File: src/rtl/hazard_scoreboard.sv
// hazard_scoreboard: per-register countdown interlock for the ID stage.
// Each tracked GPR holds the number of cycles until its pending result can
// be forwarded to the ID comparator. ID stalls on a source whose count says
// the value is not ready yet. A separate counter interlocks the MDU. A
// saturating counter accumulates stall cycles.
module hazard_scoreboard #(
    parameter int NREG    = 32,
    parameter int ADDR_W  = 5,
    parameter int MAX_LAT = 4,
    parameter int MDU_LAT = 8,
    parameter int CNT_W   = 16,
    parameter int LAT_W   = $clog2(MAX_LAT + 1),
    parameter int MDU_W   = $clog2(MDU_LAT + 1)
) (
    input  logic              clk,
    input  logic              rst,
    input  logic              id_valid,
    input  logic [ADDR_W-1:0] id_rs_addr,
    input  logic [ADDR_W-1:0] id_rt_addr,
    input  logic              id_rs_used,
    input  logic              id_rt_used,
    input  logic              id_is_branch,
    input  logic              id_wr_en,
    input  logic [ADDR_W-1:0] id_wr_addr,
    input  logic [LAT_W-1:0]  id_wr_lat,
    input  logic              id_mdu_start,
    input  logic              id_mdu_use,
    input  logic              id_redirect,
    output logic              pc_wre,
    output logic              ifid_stall,
    output logic              ifid_flush,
    output logic              idex_flush,
    output logic [1:0]        hazard_cause,
    output logic              mdu_busy,
    output logic [CNT_W-1:0]  stall_cnt
);

    // Interlock state. Entry 0 exists only to keep indexing simple; it is
    // held at zero so r0 never produces a hazard.
    logic [LAT_W-1:0] cnt [NREG];
    logic [MDU_W-1:0] mdu_cnt;

    logic [LAT_W-1:0] rs_cnt;
    logic [LAT_W-1:0] rt_cnt;
    logic             rs_haz;
    logic             rt_haz;
    logic             data_haz;
    logic             mdu_haz;
    logic             stall;
    logic             issue;
    logic             wr_hit;
    logic [LAT_W-1:0] lat_clamped;

    // Source readiness: a branch needs the value now (count 0); other
    // instructions can take it from the forwarding path when count is 1.
    always_comb begin
        rs_cnt = cnt[id_rs_addr];
        rt_cnt = cnt[id_rt_addr];
        rs_haz = 1'b0;
        rt_haz = 1'b0;
        if (id_rs_used && (id_rs_addr != '0)) begin
            rs_haz = id_is_branch ? (rs_cnt != '0) : (rs_cnt > LAT_W'(1));
        end
        if (id_rt_used && (id_rt_addr != '0)) begin
            rt_haz = id_is_branch ? (rt_cnt != '0) : (rt_cnt > LAT_W'(1));
        end
    end

    // Stall decision and pipeline control. A redirect raised while stalled
    // is dropped; the branch re-presents it when it finally issues.
    always_comb begin
        data_haz     = rs_haz | rt_haz;
        mdu_haz      = id_mdu_use & (mdu_cnt != '0);
        stall        = id_valid & (data_haz | mdu_haz);
        issue        = id_valid & ~stall;
        pc_wre       = ~stall;
        ifid_stall   = stall;
        idex_flush   = stall;
        ifid_flush   = ~stall & id_valid & id_redirect;
        hazard_cause = 2'd0;
        if (id_valid && data_haz) begin
            hazard_cause = 2'd1;
        end else if (id_valid && mdu_haz) begin
            hazard_cause = 2'd2;
        end
        mdu_busy     = (mdu_cnt != '0);
        wr_hit       = issue & id_wr_en & (id_wr_addr != '0);
        lat_clamped  = (id_wr_lat > LAT_W'(MAX_LAT)) ? LAT_W'(MAX_LAT) : id_wr_lat;
    end

    // Register countdowns: a fresh issue loads the latency (newest writer
    // wins), otherwise nonzero counts drain by one every cycle.
    always_ff @(posedge clk or posedge rst) begin
        if (rst) begin
            for (int r = 0; r < NREG; r++) begin
                cnt[r] <= '0;
            end
        end else begin
            for (int r = 0; r < NREG; r++) begin
                if (r == 0) begin
                    cnt[r] <= '0;
                end else if (wr_hit && (id_wr_addr == ADDR_W'(r))) begin
                    cnt[r] <= lat_clamped;
                end else if (cnt[r] != '0) begin
                    cnt[r] <= cnt[r] - 1'b1;
                end
            end
        end
    end

    // MDU countdown. The start cycle itself is the first busy cycle, so the
    // counter is loaded with one less than the busy length; a dependent
    // mfhi/mflo issued right behind the start then waits MDU_LAT-1 cycles.
    always_ff @(posedge clk or posedge rst) begin
        if (rst) begin
            mdu_cnt <= '0;
        end else if (issue && id_mdu_start) begin
            mdu_cnt <= MDU_W'(MDU_LAT - 1);
        end else if (mdu_cnt != '0) begin
            mdu_cnt <= mdu_cnt - 1'b1;
        end
    end

    // Saturating stall-cycle counter.
    always_ff @(posedge clk or posedge rst) begin
        if (rst) begin
            stall_cnt <= '0;
        end else if (stall && (stall_cnt != '1)) begin
            stall_cnt <= stall_cnt + 1'b1;
        end
    end

endmodule

File: config.mk
export PLATFORM = sky130hd
export DESIGN_NAME = hazard_scoreboard
export DESIGN_NICKNAME = d
export VERILOG_FILES = /design/src/rtl/hazard_scoreboard.sv
export SDC_FILE = /design/constraint.sdc
export NUM_CORES = 1
export LEC_CHECK = 0
export ABC_AREA = 1
export BUFFER_PORTS_ARGS = -buffer_cell sky130_fd_sc_hd__buf_2
export CAP_MARGIN = 10
export CORE_MARGIN = 2
export CORE_UTILIZATION = 37
export DETAILED_ROUTE_END_ITERATION = 8
export GPL_ROUTABILITY_DRIVEN = 0
export GPL_TIMING_DRIVEN = 0
export MAX_ROUTING_LAYER = met4
export PLACE_DENSITY = 0.55
export SLEW_MARGIN = 10
export SYNTH_ARGS = -nofsm -noshare
export SYNTH_HDL_FRONTEND = slang
export SYNTH_SLANG_ARGS = --single-unit
File: constraint.sdc
create_clock -name clk -period 3.8 [get_ports clk]
set_input_delay 0.38 -clock clk [delete_from_list [all_inputs] [get_ports clk]]
set_output_delay 0.38 -clock clk [all_outputs]
set_load 0.01 [all_outputs]
**After elaboration in Yosys (flattened, before gate mapping)**

Index checks and enable logic that the tools add are counted.

- Flip-flop bits (word level): 113
- Latch bits: 0
- Memory bits (writable): 0
- Bits in read-only memories: 0
- Bits of input ports: 28
- Output and inout port bits: 23
- Word-level logic and storage cells: 297
- Memories kept: 0

- Add/sub/neg operators: 33
- Multiply operators: 0
- Divide/modulo/power cells: 0
- Order comparisons: 5
- Eq/ne operators: 32
- Shift operators: 0
- Muxes and demuxes: 77
- Bitwise gates (word level): 11
- Reduce and logical (&&, ||, !) cells: 106

Operator list:

| cell | count |
|---|---|
| 3-bit 2-to-1 mux | 67 |
| 3-bit nonzero test | 33 |
| 3-bit by 1-bit subtractor with 3-bit output (second input constant) | 31 |
| 5-bit equality test (second input constant) | 16 |
| 2-bit nonzero test | 32 |
| 5-bit by 4-bit equality test with 1-bit output (second input constant) | 8 |
| 1-bit logical AND | 37 |
| 3-bit binary-select mux with 5-bit select | 2 |
| 5-bit by 3-bit equality test with 1-bit output (second input constant) | 4 |
| 16-bit by 1-bit adder with 16-bit output (second input constant) | 1 |
| 16-bit != test (second input constant) | 1 |
| 5-bit nonzero test | 3 |
| 6-bit >= comparator (second input constant) | 2 |
| 5-bit NOT with 6-bit output | 2 |
| 5-bit by 2-bit equality test with 1-bit output (second input constant) | 2 |
| 4-bit 2-to-1 mux | 2 |
| 1-bit AND | 6 |
| 3-bit by 1-bit > comparator with 1-bit output (second input constant) | 2 |
| 5-bit by 1-bit equality test with 1-bit output (second input constant) | 1 |
| 1-bit 2-to-1 mux | 4 |
| 2-bit 2-to-1 mux | 2 |
| 4-bit nonzero test | 1 |
| 4-bit by 1-bit subtractor with 4-bit output (second input constant) | 1 |
| 3-bit > comparator (second input constant) | 1 |
| other kinds (2) | 3 |

**Longest topological paths before layout**

Gate-level depths: netlist (run 1).

- Depth in word-level cells: 16
- Mapped depth: 19
- Mapped depth without buffers: 19

**Worst setup path before layout (run 1)**

Ideal clock, no wire load.

- Path type: in2out
- Start: input id_rt_addr[1]
- End: output ifid_stall
- Data arrival time: 1,920 ps
- Data required time: 3,420 ps
- Setup slack: 1,500 ps
- Stages on the path: 13
- Buffers on the path: 3
- Path through: buf_4 > inv_2 > nor2_1 > o21ai_0 > nand3_1 > nand2_1 > nand2_1 > a21oi_1 > nand3_1 > nand3_2 > a31oi_2 > buf_2 > buf_4

- Longest elaborated chain between the ends: 10
- Elaborated cells on any way between the ends: 13
- Those cells by class: order compare (1); mux (5); bitwise (4); reduce/logical (3)

RTL lines:

| what | RTL line | text |
|---|---|---|
| start, declared | 19 | `input logic [ADDR_W-1:0] id_rt_addr,` |
| 5-bit NOT with 6-bit output (not written as such) | 58 | `rt_cnt = cnt[id_rt_addr];` |
| 3-bit binary-select mux with 5-bit select | 58 |  |
| 3-bit 2-to-1 mux (not written as such) (2 in series) | 58 |  |
| 3-bit by 1-bit > comparator with 1-bit output or 3-bit nonzero test (tied branches) | 65 | `rt_haz = id_is_branch ? (rt_cnt != '0) : (rt_cnt > LAT_W'(1));` |
| 1-bit 2-to-1 mux | 65 |  |
| 1-bit 2-to-1 mux * | 64 | `if (id_rt_used && (id_rt_addr != '0)) begin` |
| 1-bit OR * | 72 | `data_haz = rs_haz \| rt_haz;` |
| 1-bit OR * | 74 | `stall = id_valid & (data_haz \| mdu_haz);` |
| 1-bit AND * | 74 |  |
| end, declared | 30 | `output logic ifid_stall,` |

Mark *: on every way between the ends. The rest lies on a longest branch, timed or not. The select of a mux whose other input is x is not followed.

**Worst setup path in the final report (run 1)**

- Start: input id_rs_addr[0]
- End: output ifid_stall

- Longest elaborated chain between the ends: 10
- Elaborated cells on any way between the ends: 13
- Those cells by class: order compare (1); mux (5); bitwise (4); reduce/logical (3)

RTL lines:

| what | RTL line | text |
|---|---|---|
| start, declared | 18 | `input logic [ADDR_W-1:0] id_rs_addr,` |
| 5-bit NOT with 6-bit output (not written as such) | 57 | `rs_cnt = cnt[id_rs_addr];` |
| 3-bit binary-select mux with 5-bit select | 57 |  |
| 3-bit 2-to-1 mux (not written as such) (2 in series) | 57 |  |
| 3-bit by 1-bit > comparator with 1-bit output or 3-bit nonzero test (tied branches) | 62 | `rs_haz = id_is_branch ? (rs_cnt != '0) : (rs_cnt > LAT_W'(1));` |
| 1-bit 2-to-1 mux | 62 |  |
| 1-bit 2-to-1 mux * | 61 | `if (id_rs_used && (id_rs_addr != '0)) begin` |
| 1-bit OR * | 72 |  |
| 1-bit OR * | 74 |  |
| 1-bit AND * | 74 |  |

Marks and branches as above.

==> metrics.yaml, run 1 <==
run_status:
  status: "finished, violations left"
  violations: "hold timing"
worst_setup_path:
  path_max_fanout: 11
  critical_path_class: "in -> out"
  crit_required_ns: 3.42
  cpPeakStageDelay_ns: 0.64
  cp-start-kind: "input port"
  worstReg2RegEnd: "cnt[25]"
  end_kind: "primary output"
  reg2reg_slack_ns: 1.08
  r2r_start: "mdu_cnt[0]"
  crit_path_top_delay_cell: "nor2_1"
  reg2reg_depth: 14
  path_cells: "buf_2 > nor2_1 > a22oi_1 > nand3_1 > nand3_1 > nand3_1 > nand3_2 > a31oi_2 > buf_2 > buf_4 > buf_2"
  cp.arrival_ns: 2.64
power:
  pwr_density_cell_mw_per_mm2: 752
  p_leak_nw: 5.61
  peakVddDrop_v: 0.000256
  finalPower_mw: 7.90
clocking:
  cts_sinks: 113
  post_cts_resized: 0
  cts_buffers: 17
  root_buffer: "clkbuf_16"
  clk_path_buf_depth: 2
  cts.clk_slew.worst_paths_ns: 0.06
  post_cts_buffers: 0
  cts_tree: "yes"
  holdBufCountCts: 0
  clkLatencyLatePin_ns: 0.42
  htree_levels: 4
synth:
  ys_seq_area_share_pct: 30.6
  ys_async_sr_fraction_pct: 100
  dominantRegCellSynth: "dfrtp_1"
  synth_top_area_cell: "dfrtp_1"
  ys_types: 36
  syn-instance-count: 1384
  syn_area_per_cell_um2: 6.67
  synthTopCellsByCount: "401 x nand2_1, 220 x inv_1, 134 x nand3_1"
  syn_nets: 1476
  mappedNetlistArea_mm2: 0.00923
  ys_ff_latch: 113
  ys.warnings.count: 0
  synth_area_leaders: "dfrtp_1 31%, nand2_1 16%, inv_1 8.9%, ha_1 8.7%, nand3_1 7.3%"
  yosys.area.top_type_share_pct: 30.6
  yosys.cell_count.top_type: "nand2_1"
  synth_edf_count: 0
sta:
  finalCriticalPeriod_ns: 3.02
  finClkSkew_ns: 0.00995
  fin_crit_sh_pct: 79.4
  max_clock_freq_ghz: 0.332
  slew_viol_final: 0
  slew_headroom_pct: 45.2
  tightest_slew_ns: 0.819
  finalHoldViolCount: 1
  worst_slack_ns: 0.785
  setup_tns_ns: 0
  hold-worst-slack_ns: -0.00143
  grt_setup_unrepaired: "no"
  final-setup-viol-count: 0
drt:
  drc: 0
  wirelength_um: 27700
  via_per_inst: 5.01
  first_pass_iters: 5
  drt-initial-drc-count: 706
  ant_nets: 0
  wl_per_cell_um: 15.5
  via_count: 8957
floorplanning:
  io_pins: 51
  row_count: 57
  start_util_pct: 37.8
  die-width_um: 162
  coreArea_mm2: 0.0244
  die_h_um: 162
  die_area_mm2: 0.0262
final_layout:
  post-route-util_pct: 43.1
  drive_above_1_share_pct: 9.71
  fin_nets: 1542
  areaGrowthSynthToFinish_pct: 13.9
  n_antenna_cell: 0
placement:
  dp_slack_ns: 0.589
  port_buffers: 46
  dp_hpwl_um: 20900
grt:
  grt_pass1_wl_um: 44800
  grt_overflow: 0
  grt_antenna_before_repair: 0
  grt.total_usage_pct: 22.4
  first_global_vias: 8395
  grt_max_degree: 62
job:
  max_cap_viol_count: 0
hold_path:
  hp-class: "in -> async"
==> cell usage in the layout, fill, tap and decap left out, drive strengths merged <==
| cell type | n |
|---|---|
| a21oi | 36 |
| a22oi | 1 |
| a31oi | 2 |
| buf | 68 |
| bufinv | 3 |
| clkbuf | 32 |
| clkinv | 6 |
| clkinvlp | 5 |
| dfrtp | 113 |
| ha | 64 |
| inv | 227 |
| mux2i | 8 |
| nand2 | 401 |
| nand3 | 137 |
| nand3b | 4 |
| nand4 | 61 |
| nor2 | 137 |
| nor3 | 13 |
| nor3b | 2 |
| nor4 | 2 |
| o211ai | 4 |
| o21a | 1 |
| o21ai | 92 |
| or2 | 13 |
| xnor2 | 8 |
| xor2 | 23 |
==> routing by layer <==
metal,wire [µm],vias to the layer above,global-route usage (%)
met5,0,-,-
met1,13200,4145,30.4
met2,12300,251,34.7
met3,1700,36,4.03
met4,458,0,5.95
li1,-,4525,-
==> kinds of logic (layout without fill, tap and decap cells) <==
kind of cell / after synthesis / in the layout / synth area share, %
compound gates: 136 / 136 / 7.63
xor+xnor: 31 / 31 / 2.94
fa+ha+maj: 64 / 64 / 8.68
buf+inv: 262 / 341 / 11.3
flops: 113 / 113 / 30.6
mux: 8 / 8 / 0.868
simple gates: 770 / 770 / 38.0
==> state kept, by name, summed over array words and instances (netlist names) <==
register,cells
cnt,93
mdu_cnt,4
stall_cnt,16
==> power by group <==
group | internal (mW) | switching [mW]
logic | 1.53 | 2.52
registers | 1.80 | 0.354
clock network | 1.06 | 0.632
==> area by class of cell <==
| class | instances | area, µm² |
|---|---|---|
| clock buffer | 19 | 453 |
| sequential | 113 | 2830 |
| multi-input combinational | 1009 | 5360 |
| timing repair buffer | 47 | 258 |
| clock inverter | 13 | 160 |
| fill | 2628 | 13900 |
| inverter | 228 | 861 |
| tap | 324 | 405 |
| buffer | 34 | 184 |
==> how the worst max path moves through the flow <==
stage / start / endpoint / cells past startpoint
after floorplan: rst / cnt[0] / 1
after global placement: rst / cnt[67] / 2
after detailed placement: id_rs_addr[0] / cnt[25] / 16
after CTS: id_rt_addr[1] / ifid_stall / 14
after global routing: id_rt_addr[1] / ifid_stall / 14
final: id_rs_addr[0] / ifid_stall / 11
==> stage by stage <==
stage / area, µm² / instances
after floorplan: 9230 / 1384
after CTS: 10500 / 1787
after detailed placement: 9900 / 1755
final: 10500 / 1787
after global routing: 10500 / 1787
after global placement: 9860 / 1754
==> critical path, delay by kind of cell <==
family	cells	cell delay, ns
AND/OR/NAND/NOR	5	1.13
AO/OA/AOI/OAI	2	0.48
buffers and inverters	4	0.64
Power figures use the tool's default switching activity.
==> inputs of run 2 (changes only) <==
--- a/config.mk
+++ b/config.mk
@@ -5,7 +5,7 @@
 export SDC_FILE = /design/constraint.sdc
 export NUM_CORES = 1
 export LEC_CHECK = 0
-export ABC_AREA = 1
+export ABC_AREA = 0
 export BUFFER_PORTS_ARGS = -buffer_cell sky130_fd_sc_hd__buf_2
 export CAP_MARGIN = 10
 export CORE_MARGIN = 2
==> constraint.sdc (replaced) <==
create_clock -name clk -period 2.9 [get_ports clk]
set_input_delay 0.29 -clock clk [delete_from_list [all_inputs] [get_ports clk]]
set_output_delay 0.29 -clock clk [all_outputs]
set_load 0.01 [all_outputs]
==> run 2 against run 1 <==
  * The flow finishes with violations (setup timing)
  * Utilization increased by 5.1 points
  * Routed wire length down 16%
  * Area after synthesis is 8.8% lower
  * Synthesized cell count fell by 39%
  * Combinational power increased by 27%
  * Critical path depth grew 3
  * Highest routed layer unchanged
==> metrics.yaml, run 2 <==
run_status:
  status: "finished, violations left"
  violations: "setup timing"
grt:
  grt_overflow: 0
  grt_max_degree: 35
  grt_pass1_wl_um: 36300
  first_global_vias: 6603
  grt_antenna_before_repair: 0
  grt.total_usage_pct: 20.3
final_layout:
  largest_reg_flops: 93
  n_antenna_cell: 0
  largest_register: "cnt"
  fin_nets: 1080
  layout.cells.most_common: "dfrtp_1"
  areaGrowthSynthToFinish_pct: 28.8
  seqCellArea_mm2: 0.00283
  layout_common_cells: "113 x dfrtp_1, 76 x mux2i_1, 70 x inv_1"
  multi_input_area_mm2: 0.00545
  post-route-util_pct: 48.2
  largestRegisters: "cnt x93, stall_cnt x16, mdu_cnt x4"
  filler_cell_count: 2105
  fin_area_mm2: 0.0108
  drive_above_1_share_pct: 30.7
drt:
  wl_per_cell_um: 18.2
  ant_nets: 0
  first_pass_iters: 5
  via_per_inst: 5.29
  wirelength_um: 23400
  drc: 0
  drt-initial-drc-count: 426
  via_count: 6806
clocking:
  cts_sinks: 113
  root_buffer: "clkbuf_16"
  htree_levels: 4
  cts.clk_slew.worst_paths_ns: 0.05
  clkLatencyLatePin_ns: 0.43
  cts_buffers: 17
  clk_path_buf_depth: 2
  cts_tree: "yes"
synth:
  dominantRegCellSynth: "dfrtp_1"
  synthTopCellsByCount: "113 x dfrtp_1, 76 x mux2i_1, 72 x inv_1"
  synth-compound-area-share_pct: 7.55
  syn_nets: 941
  ys_seq_area_share_pct: 33.6
  synth_top_area_cell: "dfrtp_1"
  yosys.cell_count.top_type: "dfrtp_1"
  syn-instance-count: 849
  synth_area_leaders: "dfrtp_1 34%, ha_1 9.5%, mux2i_1 9.0%, mux2_2 6.2%, xnor2_1 3.4%"
  yosys.area.top_type_share_pct: 33.6
  ys_ff_latch: 113
  yosys.area_share.simple_pct: 18.0
  synth_adder_area_share_pct: 9.51
  synth-xor-area-share_pct: 4.88
  synth_edf_count: 0
  ys_types: 68
  ys_async_sr_fraction_pct: 100
  mappedNetlistArea_mm2: 0.00842
  ys.warnings.count: 0
  syn_area_per_cell_um2: 9.91
  synth_top_family_by_area: "multiplexers"
  muxShareOfSynthArea_pct: 20.5
placement:
  dpl-instance-area_mm2: 0.00907
  port_buffers: 46
  dp_hpwl_um: 16800
  dp_slack_ns: -0.563
worst_setup_path:
  reg2reg_slack_ns: -0.21
  cpPeakStageDelay_ns: 0.41
  cp.arrival_ns: 2.87
  crit_required_ns: 2.61
  crit_path_top_delay_cell: "dfrtp_1"
  path_cells: "nor2_2 > a221oi_2 > a32oi_1 > buf_4 > o22ai_4 > a211oi_2 > a211o_1 > and3_4 > buf_8 > buf_8 > nand2b_4 > inv_2 > buf_6 > buf_6"
  critical_path_class: "reg -> out"
  path_max_fanout: 4
  cp-start-kind: "register"
  cp.buffers_inverters: 6
  end_kind: "primary output"
  crit_family: "compound AO/OA/AOI/OAI gates"
power:
  finalPower_mw: 10.7
  p_leak_nw: 5.24
  peakVddDrop_v: 0.000461
  pwr_density_cell_mw_per_mm2: 983
floorplanning:
  die-width_um: 155
  start_util_pct: 37.4
  coreArea_mm2: 0.0225
  die_area_mm2: 0.0240
  io_pins: 51
  row_count: 55
  die_h_um: 155
sta:
  tightest_slew_ns: 0.734
  finalCriticalPeriod_ns: 3.16
  finalHoldViolCount: 0
  worst_slack_ns: -0.258
  fin_crit_sh_pct: 109
  final-setup-viol-count: 67
  finClkSkew_ns: 0.0126
  slew_headroom_pct: 51.0
  slew_viol_final: 0
  grt_setup_unrepaired: "yes"
  max_clock_freq_ghz: 0.317
hold_path:
  hp-class: "in -> reg"
job:
  max_cap_viol_count: 0
## run 2: changes by cell type after synthesis, sizes merged, moves of 16 or more
cell / delta
a21oi: -22
and4: +16
inv: -153
mux2: +61
mux2i: +68
nand2: -342
nand2b: +44
nand3: -130
nand4: -50
nor2: -71
o21ai: -53
xnor2: +26
## run 2: final cells by class
type | instances | area share (%)
Multi-Input combinational cell | 627 | 50.2
Clock inverter | 14 | 1.87
Buffer | 34 | 2.22
Inverter | 74 | 2.62
Clock buffer | 18 | 4.05
Timing Repair Buffer | 121 | 9.62
Tap cell | 285 | 3.29
Sequential cell | 113 | 26.1
## run 2: layer usage
layer	vias up	track usage [%]	wire, µm
met5	-	-	0
met4	0	6.44	459
met3	25	3.42	1100
met2	195	32.5	11000
met1	3330	26.4	10800
li1	3256	-	-
## run 2: where the power goes
group	leakage [nW]	internal (mW)	switching (mW)
logic	3.59	2.74	2.39
clock network	0.300	1.47	0.820
registers	1.35	2.38	0.849
total	5.24	6.60	4.06
## run 2: stage by stage
step	hold WS [ns]	TNS, ns	instances
after global placement	0.482	-30.38	1180
final	0.0688	-6.44	1286
after CTS	0.0489	-1.07	1237
after detailed placement	0.374	-35.14	1183
after global routing	0.0615	-15.45	1286
after floorplan	0.394	0	849
## run 2: worst register-to-register path, delay by kind of cell, from the launching register on
family                    cells  cell delay (ns)
AOI/OAI and AO/OA             5             0.97
xor gates and xnor gates      1             0.14
buffers and inverters         5             0.67
DFF                           1             0.41
and+or+nand+nor               3             0.82
## run 2: path summary, 6_finish.rpt
kind | from | end | cells past startpoint
hold / removal | id_mdu_start | mdu_cnt[3] | 2
max in group asynchronous | rst | cnt[75] | 5
min in group asynchronous | rst | cnt[67] | 3
hold reg to reg | stall_cnt[13] | stall_cnt[13] | 1
setup / recovery | cnt[19] | ifid_stall | 14
setup reg to reg | cnt[19] | stall_cnt[10] | 14
## run 2: cells by family after synthesis
group	Yosys count
DFF	113
buffers and inverters	109
muxes	149
xor gates and xnor gates	46
AOI/OAI and AO/OA	95
adders and majority gates	64
and+or+nand+nor	273
## run 2: repair_timing
action	CTS	global route
gates cloned	0	2
endpoints found under the hold margin	23	0
hold buffers	1	0
endpoints found under the setup margin	14	106
pin swaps	8	25
gates resized for setup	45	90
buffers inserted	21	48
